[config.mk]
export PLATFORM = sky130hd
export DESIGN_NAME = pc_fetch_unit
export DESIGN_NICKNAME = d
export VERILOG_FILES = /design/src/rtl/fetch_pkg.sv /design/src/rtl/pc_fetch_unit_if_id_reg.sv /design/src/rtl/pc_fetch_unit.sv
export SDC_FILE = /design/constraint.sdc
export NUM_CORES = 1
export LEC_CHECK = 0
export BUFFER_PORTS_ARGS = -buffer_cell sky130_fd_sc_hd__buf_2
export CAP_MARGIN = 5
export CORE_MARGIN = 5
export CORE_UTILIZATION = 49
export DETAILED_ROUTE_END_ITERATION = 12
export PLACE_DENSITY_LB_ADDON = 0.15
export RECOVER_POWER = 100
export SLEW_MARGIN = 40
export SYNTH_ARGS = -nofsm -noshare
export SYNTH_HDL_FRONTEND = slang
export SYNTH_HIERARCHICAL = 1
export SYNTH_SLANG_ARGS = --single-unit
[constraint.sdc]
create_clock -name clk -period 3.1 [get_ports clk]
set_clock_uncertainty 0.1 [all_clocks]
set_input_delay 0.31 -clock clk [delete_from_list [all_inputs] [get_ports clk]]
set_output_delay 0.31 -clock clk [all_outputs]
set_load 0.01 [all_outputs]
[src/rtl/fetch_pkg.sv]
// Shared types and constants for the instruction-fetch stage.
package fetch_pkg;
    typedef enum logic [1:0] {IDLE, RUN, HALT} state_t;

    localparam int INSTR_BYTES = 4;
    localparam int OPC_W       = 3;
    localparam int REG_W       = 5;

    // Offset travels beside this struct because its width follows Ancho.
    typedef struct packed {
        logic [OPC_W-1:0] opcode;
        logic [REG_W-1:0] rs1;
        logic [REG_W-1:0] rs2;
        logic [REG_W-1:0] rd;
    } id_fields_t;
endpackage

[src/rtl/pc_fetch_unit_if_id_reg.sv]
// IF/ID pipeline register: load captures a fetched instruction, flush kills
// the valid bit, neither holds everything.
module if_id_reg
    import fetch_pkg::*;
#(
    parameter int W = 32
) (
    input  logic             clk,
    input  logic             rst,
    input  logic             load,
    input  logic             flush,
    input  logic [W-1:0]     d_pc,
    input  id_fields_t       d_fields,
    input  logic [W-1:0]     d_offset,
    output logic             valid,
    output logic [W-1:0]     q_pc,
    output id_fields_t       q_fields,
    output logic [W-1:0]     q_offset
);
    always_ff @(posedge clk) begin
        if (rst) begin
            valid    <= 1'b0;
            q_pc     <= '0;
            q_fields <= '0;
            q_offset <= '0;
        end else if (load) begin
            valid    <= 1'b1;
            q_pc     <= d_pc;
            q_fields <= d_fields;
            q_offset <= d_offset;
        end else if (flush) begin
            valid    <= 1'b0;
        end
    end
endmodule

[src/rtl/pc_fetch_unit.sv]
// Fetch stage: PC register and IDLE/RUN/HALT control feeding the IF/ID register
// from a combinational instruction memory.
module pc_fetch_unit
    import fetch_pkg::*;
#(
    parameter int Ancho   = 32,
    parameter int NumInst = 7
) (
    input  logic             clk,
    input  logic             rst,
    input  logic             start,
    input  logic             stall,
    input  logic             br_take,
    input  logic [Ancho-1:0] br_target,
    input  logic [2:0]       im_opcode,
    input  logic [4:0]       im_rs1,
    input  logic [4:0]       im_rs2,
    input  logic [4:0]       im_rd,
    input  logic [Ancho-1:0] im_offset,
    output logic [Ancho-1:0] pc,
    output logic             id_valid,
    output logic [Ancho-1:0] id_pc,
    output logic [2:0]       id_opcode,
    output logic [4:0]       id_rs1,
    output logic [4:0]       id_rs2,
    output logic [4:0]       id_rd,
    output logic [Ancho-1:0] id_offset,
    output logic             halted
);
    localparam logic [Ancho-1:0] LAST_PC = Ancho'((NumInst - 1) * INSTR_BYTES);
    localparam logic [Ancho-1:0] STEP    = Ancho'(INSTR_BYTES);

    state_t           state, state_nxt;
    logic [Ancho-1:0] pc_nxt;
    logic [Ancho-1:0] tgt;
    logic             tgt_ok;
    logic             load, flush;
    id_fields_t       im_fields, id_fields;

    assign tgt       = {br_target[Ancho-1:2], 2'b00};
    assign tgt_ok    = (tgt <= LAST_PC);
    assign im_fields = '{opcode: im_opcode, rs1: im_rs1, rs2: im_rs2, rd: im_rd};

    always_ff @(posedge clk) begin
        if (rst) begin
            state <= IDLE;
            pc    <= '0;
        end else begin
            state <= state_nxt;
            pc    <= pc_nxt;
        end
    end

    always_comb begin
        state_nxt = state;
        case (state)
            IDLE: if (start) state_nxt = RUN;
            RUN: begin
                if (br_take) begin
                    if (!tgt_ok) state_nxt = HALT;
                end else if (!stall && pc == LAST_PC) begin
                    state_nxt = HALT;
                end
            end
            HALT: if (br_take && tgt_ok) state_nxt = RUN;
            default: state_nxt = IDLE;
        endcase
    end

    // Out-of-range redirects flush but leave pc parked where it was.
    always_comb begin
        pc_nxt = pc;
        load   = 1'b0;
        flush  = 1'b0;
        halted = (state == HALT);
        case (state)
            RUN: begin
                if (br_take) begin
                    flush = 1'b1;
                    if (tgt_ok) pc_nxt = tgt;
                end else if (!stall) begin
                    load = 1'b1;
                    if (pc != LAST_PC) pc_nxt = pc + STEP;
                end
            end
            HALT: begin
                if (br_take) begin
                    flush = 1'b1;
                    if (tgt_ok) pc_nxt = tgt;
                end else if (!stall) begin
                    flush = 1'b1;
                end
            end
            default: ;
        endcase
    end

    if_id_reg #(.W(Ancho)) u_if_id (
        .clk      (clk),
        .rst      (rst),
        .load     (load),
        .flush    (flush),
        .d_pc     (pc),
        .d_fields (im_fields),
        .d_offset (im_offset),
        .valid    (id_valid),
        .q_pc     (id_pc),
        .q_fields (id_fields),
        .q_offset (id_offset)
    );

    assign id_opcode = id_fields.opcode;
    assign id_rs1    = id_fields.rs1;
    assign id_rs2    = id_fields.rs2;
    assign id_rd     = id_fields.rd;
endmodule

; After elaboration in Yosys (flattened, before gate mapping)
; Cells that the tools add are included.
[totals]
regBits = 117
input_bits = 87
output_inout_bits = 116
[op_classes]
n_addsub = 1
n_lt_le_gt_ge = 1
eq_ne = 11
n_mux = 20
n_reduce_logical = 8
[ops]
columns = operator, n
row1 = $mux 32, 5
row2 = $pmux 32 s2, 1
row3 = $add 32x3->32 const B, 1
row4 = $eq 32x5->1 const B, 1
row5 = $le 32x5->1 const B, 1
row6 = $ne 32x5->1 const B, 1
row7 = $ne 3x3->1 const B, 4
row8 = $mux 2, 5
row9 = $reduce_and 4->1, 2
row10 = $mux 1, 7
row11 = $pmux 2 s3, 1
row12 = $ne 2x2->1 const B, 2
row13 = $reduce_bool 2->1, 2
row14 = $eq 2x1->1 const B, 1
row15 = $eq 2x2->1 const B, 1
row16 = $logic_and 1x1->1, 2
row17 = $logic_not 2->1, 1
row18 = $ne 2x1->1 const B, 1
row19 = $pmux 1 s2, 1
row20 = $logic_not 1->1, 1

; Depth between registers and ports, before layout
[logic_depth]
depth_word = 5
depth_mapped = 9
ltp_nobuf = 8

; Modules after synthesis
; Netlist, hierarchy kept.
[by_module_without_submodules]
columns = mod, n_inst, cells_each, area_per_inst_um2, seq_area_each_um2
row1 = if_id_reg, 1, 268, 3000.4, 1661.6
row2 = pc_fetch_unit, 1, 262, 2072.0, 680.7

; Least setup slack after synthesis
; No wires, ideal clock.
[synth_timing]
path_type = register to register
start = register state[0]
end = register pc[14]
t_arrival_ns = 2.051
required_time_ns = 2.909
slack_ns = 0.858
path_stages_with_launch = 8
n_path_buf = 1
period_less_slack_ns = 2.242
path_cell_list = dfxtp_1 -> inv_1 -> ha_1 -> nor2_1 -> o2111a_1 -> clkbuf_1 -> a41oi_1 -> a311oi_1
[synth_between]
elab_chain_len = 3
[synth_lines]
columns = element, line_no
row1 = start: declaration, pc_fetch_unit.sv:33  ; state_t state, state_nxt;
row2 = start signal: assignment, pc_fetch_unit.sv:49  ; state <= state_nxt;
row3 = $eq 2x2->1 (*), --
row4 = named net halted, pc_fetch_unit.sv:28  ; output logic halted
row5 = $ne 2x2->1 (no source line) or $reduce_bool 2->1 (tied branches), --
row6 = $reduce_and 4->1 (no source line), --
row7 = end signal: assignment, pc_fetch_unit.sv:50  ; pc <= pc_nxt;
row8 = end: declaration, pc_fetch_unit.sv:20  ; output logic [Ancho-1:0] pc,
; Mark *: on every way through the listed nets, which the timed path passes. The rest lies on a longest branch.
; A chain may end at the register's enable or synchronous reset.

; Worst setup path after layout
[layout_timing]
start = register state[1]
end = register u_if_id/q_fields[2] (netlist bit)
[layout_between]
elab_chain_len = 2
[layout_lines]
columns = element, line_no
row1 = $eq 2x1->1, pc_fetch_unit.sv:76  ; case (state)
row2 = $mux 1, pc_fetch_unit.sv:76
row3 = named net load, pc_fetch_unit.sv:37  ; logic load, flush;
row4 = end signal: assignment, pc_fetch_unit_if_id_reg.sv:29  ; q_fields <= d_fields;
row5 = end: declaration, pc_fetch_unit_if_id_reg.sv:17  ; output id_fields_t q_fields,
; The timed path passes the listed nets, and every way through them passes these cells.

==> results.yml <==
final_layout:
  area_growth_syn_to_layout_pct: 37.3
  post_route_cells_drive_above_1_share: 0.162
  nNetsFinal: 870
  final_core_util: 0.681
  postLayoutCellArea_mm2: 0.00697
  antenna_cells: 0
grt:
  maximum_number_of_pins_on_one_net_before_global_route_repair: 62
  wire_length_of_the_first_global_routing_pass_um: 24500
  grt.met2_usage: 0.405
  grt_pass1_vias: 4894
  use_met1: 0.289
  grt_use_met3: 0.0516
  globalRouteOverflowTotal: 0
  gr-max-usage-layer: "met2"
  grt_antenna_before_repair: 0
  grtUsageTotal: 0.237
route:
  total_vias_in_the_final_route: 4888
  drt_iter0_drc: 295
  drt-vias-per-instance: 5.28
  wl_per_cell_um: 16.2
  wl_um: 15000
  detailedRoute.firstPassIterationCount: 4
  drc_errors: 0
  residual_antenna_violating_net_count_after_detailed_routing: 0
logic_synthesis:
  most_repeated_cell_in_the_gate_level_netlist_after_synthesis: "dfxtp_1"
  synth_enable_flop_cells: 0
  synth_ff_type: "dfxtp_1"
  syn-mean-instance-area_um2: 9.57
  post_synthesis_cell_area_mm2: 0.00507
  netlist_top_cells_area: "dfxtp_1, mux2i_1, nor2_1"
  synth_top_cells_by_count: "dfxtp_1, nor2_1, mux2i_1, nand2_1, a21oi_1"
  post_synthesis_cell_type_count: 51
  ys_async_sr_fraction: 0
  yosysTopAreaCellShare: 0.462
  synth_fp_nets: 623
  synth_seq_area_share: 0.462
  ys_seq_elements: 117
  yosysWarningCount: 6
  syn-instance-count: 530
  leading_area_contributor_after_synthesis: "dfxtp_1"
critical_path:
  r2r_end: "u_if_id/q_fields[2]$_SDFFE_PP0P_"
  critical_path.max_fanout: 48
  worst-setup-path-type: "register to register"
  critical_path.n_buffers_inverters: 2
  worst_setup_path_end_kind: "register"
  crit_path_cell_trace: "inv_1 -> ha_1 -> and3_1 -> buf_2 -> mux2i_1 -> nor2_1"
  slowest_stage: "buf_2"
  cpLargestDelayFamily: "buffers and inverters"
  setup.reg_to_reg.worst_slack_ns: 0.33
  worst_ep_arrival_time_ns: 3.05
  crit_path_max_incr_delay_ns: 1.07
  worst_setup_path_start_kind: "register"
  worst_ep_required_time_ns: 3.38
  r2r-start: "state[1]$_SDFFE_PP0P_"
  worst_r2r_path_depth: 6
sta:
  maxClockFrequency_mhz: 361
  fin_tns_setup_ns: 0
  max_slew.worst_pin.slew_ns: 1.38
  slew-limit-headroom: 0.0828
  final.min_clock_period_ns: 2.77
  finalSetupViolCount: 0
  report.final.hold_viol_count: 0
  final_max_slew_viol_count: 0
  final_min_period_over_clock_period: 0.894
  rsz0062_at_grt: "no"
hold_path:
  worst_hold_path.num_cells: 3
  whs_endpoint: "pc[2]$_SDFFE_PP0P_"
  holdCritPathClass: "primary input to register"
  hp-start: "br_target[2]"
clock_tree:
  post_cts_repair_resize_count: 0
  cts.htree.levels: 4
  cts.path.max_buffers: 2
  cts-buffers-inserted: 17
  clock-sinks: 117
  clk_transition_reported_paths_ns: 0.05
  clkLatencyLatePin_ns: 0.50
  clockRootBuffer: "clkbuf_8"
  clock_tree_from_tritoncts: "yes"
pwr:
  cellPowerDensity_mw_per_mm2: 595
  cellLeakagePower_nw: 2.61
  power_mw: 4.14
  maximum_vdd_drop_uv: 293
placed_design:
  numPortBuffers: 200
  weighted_congestion_reported_at_the_end_of_routability_driven_placement: 0.840
  half_perimeter_wire_length_of_the_detailed_placement_result_um: 9860
  placed_cell_area_mm2: 0.00609
die:
  die_w_um: 112
  core-area_mm2: 0.0102
  boundaryPins: 203
  number_of_rows_in_the_core_area: 37
  initial_core_util: 0.496
  die_height_um: 112
  full_die_area_mm2: 0.0125
run_status:
  status: "completed"
job:
  max_cap_viol_count: 0
## cell families after synthesis
group                      share of synthesized area
AOI/OAI and AO/OA                              0.110
xor gates and xnor gates                     0.00691
buffers and inverters                         0.0550
adders and majority gates                     0.0148
and+or+nand+nor                                0.186
muxes                                          0.166
DFF                                            0.462
## cells in the final DEF (no fill, tap or decap), types with 12 or more instances in the layout
cell,netlist,final
mux2i_1,83,83
nand2_1,24,24
a21oi_1,19,20
clkbuf_16,0,16
clkbuf_1,12,119
dlygate4sd3_1,0,50
nor2_1,108,108
buf_2,6,86
nor4_1,14,14
a311oi_1,12,12
dfxtp_1,117,117
o21ai_0,15,15
## timing repair
action,4_1_cts,5_1_grt
setup buffers,0,0
setup endpoints to repair,0,0
hold endpoints to repair,50,0
hold buffers,50,0
## per-stage QoR
stage | hold WS, ns | worst slack (ns) | cells
3_5_place_dp | 0.372 | 0.493 | 844
6_report | 0.114 | 0.329 | 926
3_3_place_gp | 0.360 | 0.570 | 844
4_1_cts | 0.105 | 0.471 | 926
2_1_floorplan | 0.357 | 0.858 | 530
5_1_grt | 0.124 | 0.151 | 926
## worst register-to-register path: stages (launching register included)
cell and delay, ns:
dfxtp_1 0.34, inv_1 0.09, ha_1 0.31, and3_1 0.32, buf_2 1.07, mux2i_1 0.35, nor2_1 0.07
## where the power goes
| part | total [mW] | internal [mW] | leakage [nW] | switching, mW |
|---|---|---|---|---|
| logic | 0.652 | 0.284 | 1.38 | 0.368 |
| registers | 1.62 | 1.57 | 0.944 | 0.0508 |
| clock network | 1.87 | 1.23 | 0.285 | 0.638 |
## worst max path at each step
| stage | slack [ns] | end | cells after the start | start |
|---|---|---|---|---|
| 2_1_floorplan | 0.86 | pc[14]$_SDFFE_PP0P_ | 7 | state[0]$_SDFFE_PP0P_ |
| 3_3_place_gp | 0.57 | pc[15]$_SDFFE_PP0P_ | 7 | pc[3]$_SDFFE_PP0P_ |
| 3_5_place_dp | 0.49 | pc[15]$_SDFFE_PP0P_ | 7 | pc[3]$_SDFFE_PP0P_ |
| 4_1_cts | 0.47 | pc[15]$_SDFFE_PP0P_ | 7 | pc[3]$_SDFFE_PP0P_ |
| 5_1_grt | 0.15 | u_if_id/q_fields[2]$_SDFFE_PP0P_ | 6 | state[1]$_SDFFE_PP0P_ |
| 6_report | 0.33 | u_if_id/q_fields[2]$_SDFFE_PP0P_ | 6 | state[1]$_SDFFE_PP0P_ |
## registers in the layout, summed over array words and instances, names as in the netlist
signal	count
u_if_id/q_fields	18
pc	32
u_if_id/q_pc	32
u_if_id/q_offset	32
state	2
u_if_id/valid	1
## area by class of cell
class	instances	area [um^2]
clock buffers	21	439
flip-flops and latches	117	2340
multi-input cells	374	2440
fillers	871	3260
inverters	8	30.0
clock inverters	11	133
repair buffers	259	1420
well taps	136	170
## routing by layer
metal | vias to the layer above | routed length, um | part of all wire
met3 | 25 | 792 | 0.053
met2 | 152 | 7430 | 0.50
met1 | 2328 | 6410 | 0.43
met4 | 0 | 320 | 0.021
li1 | 2383 | - | -
met5 | - | 0 | 0
No activity file was read; power rests on OpenSTA's default activity.
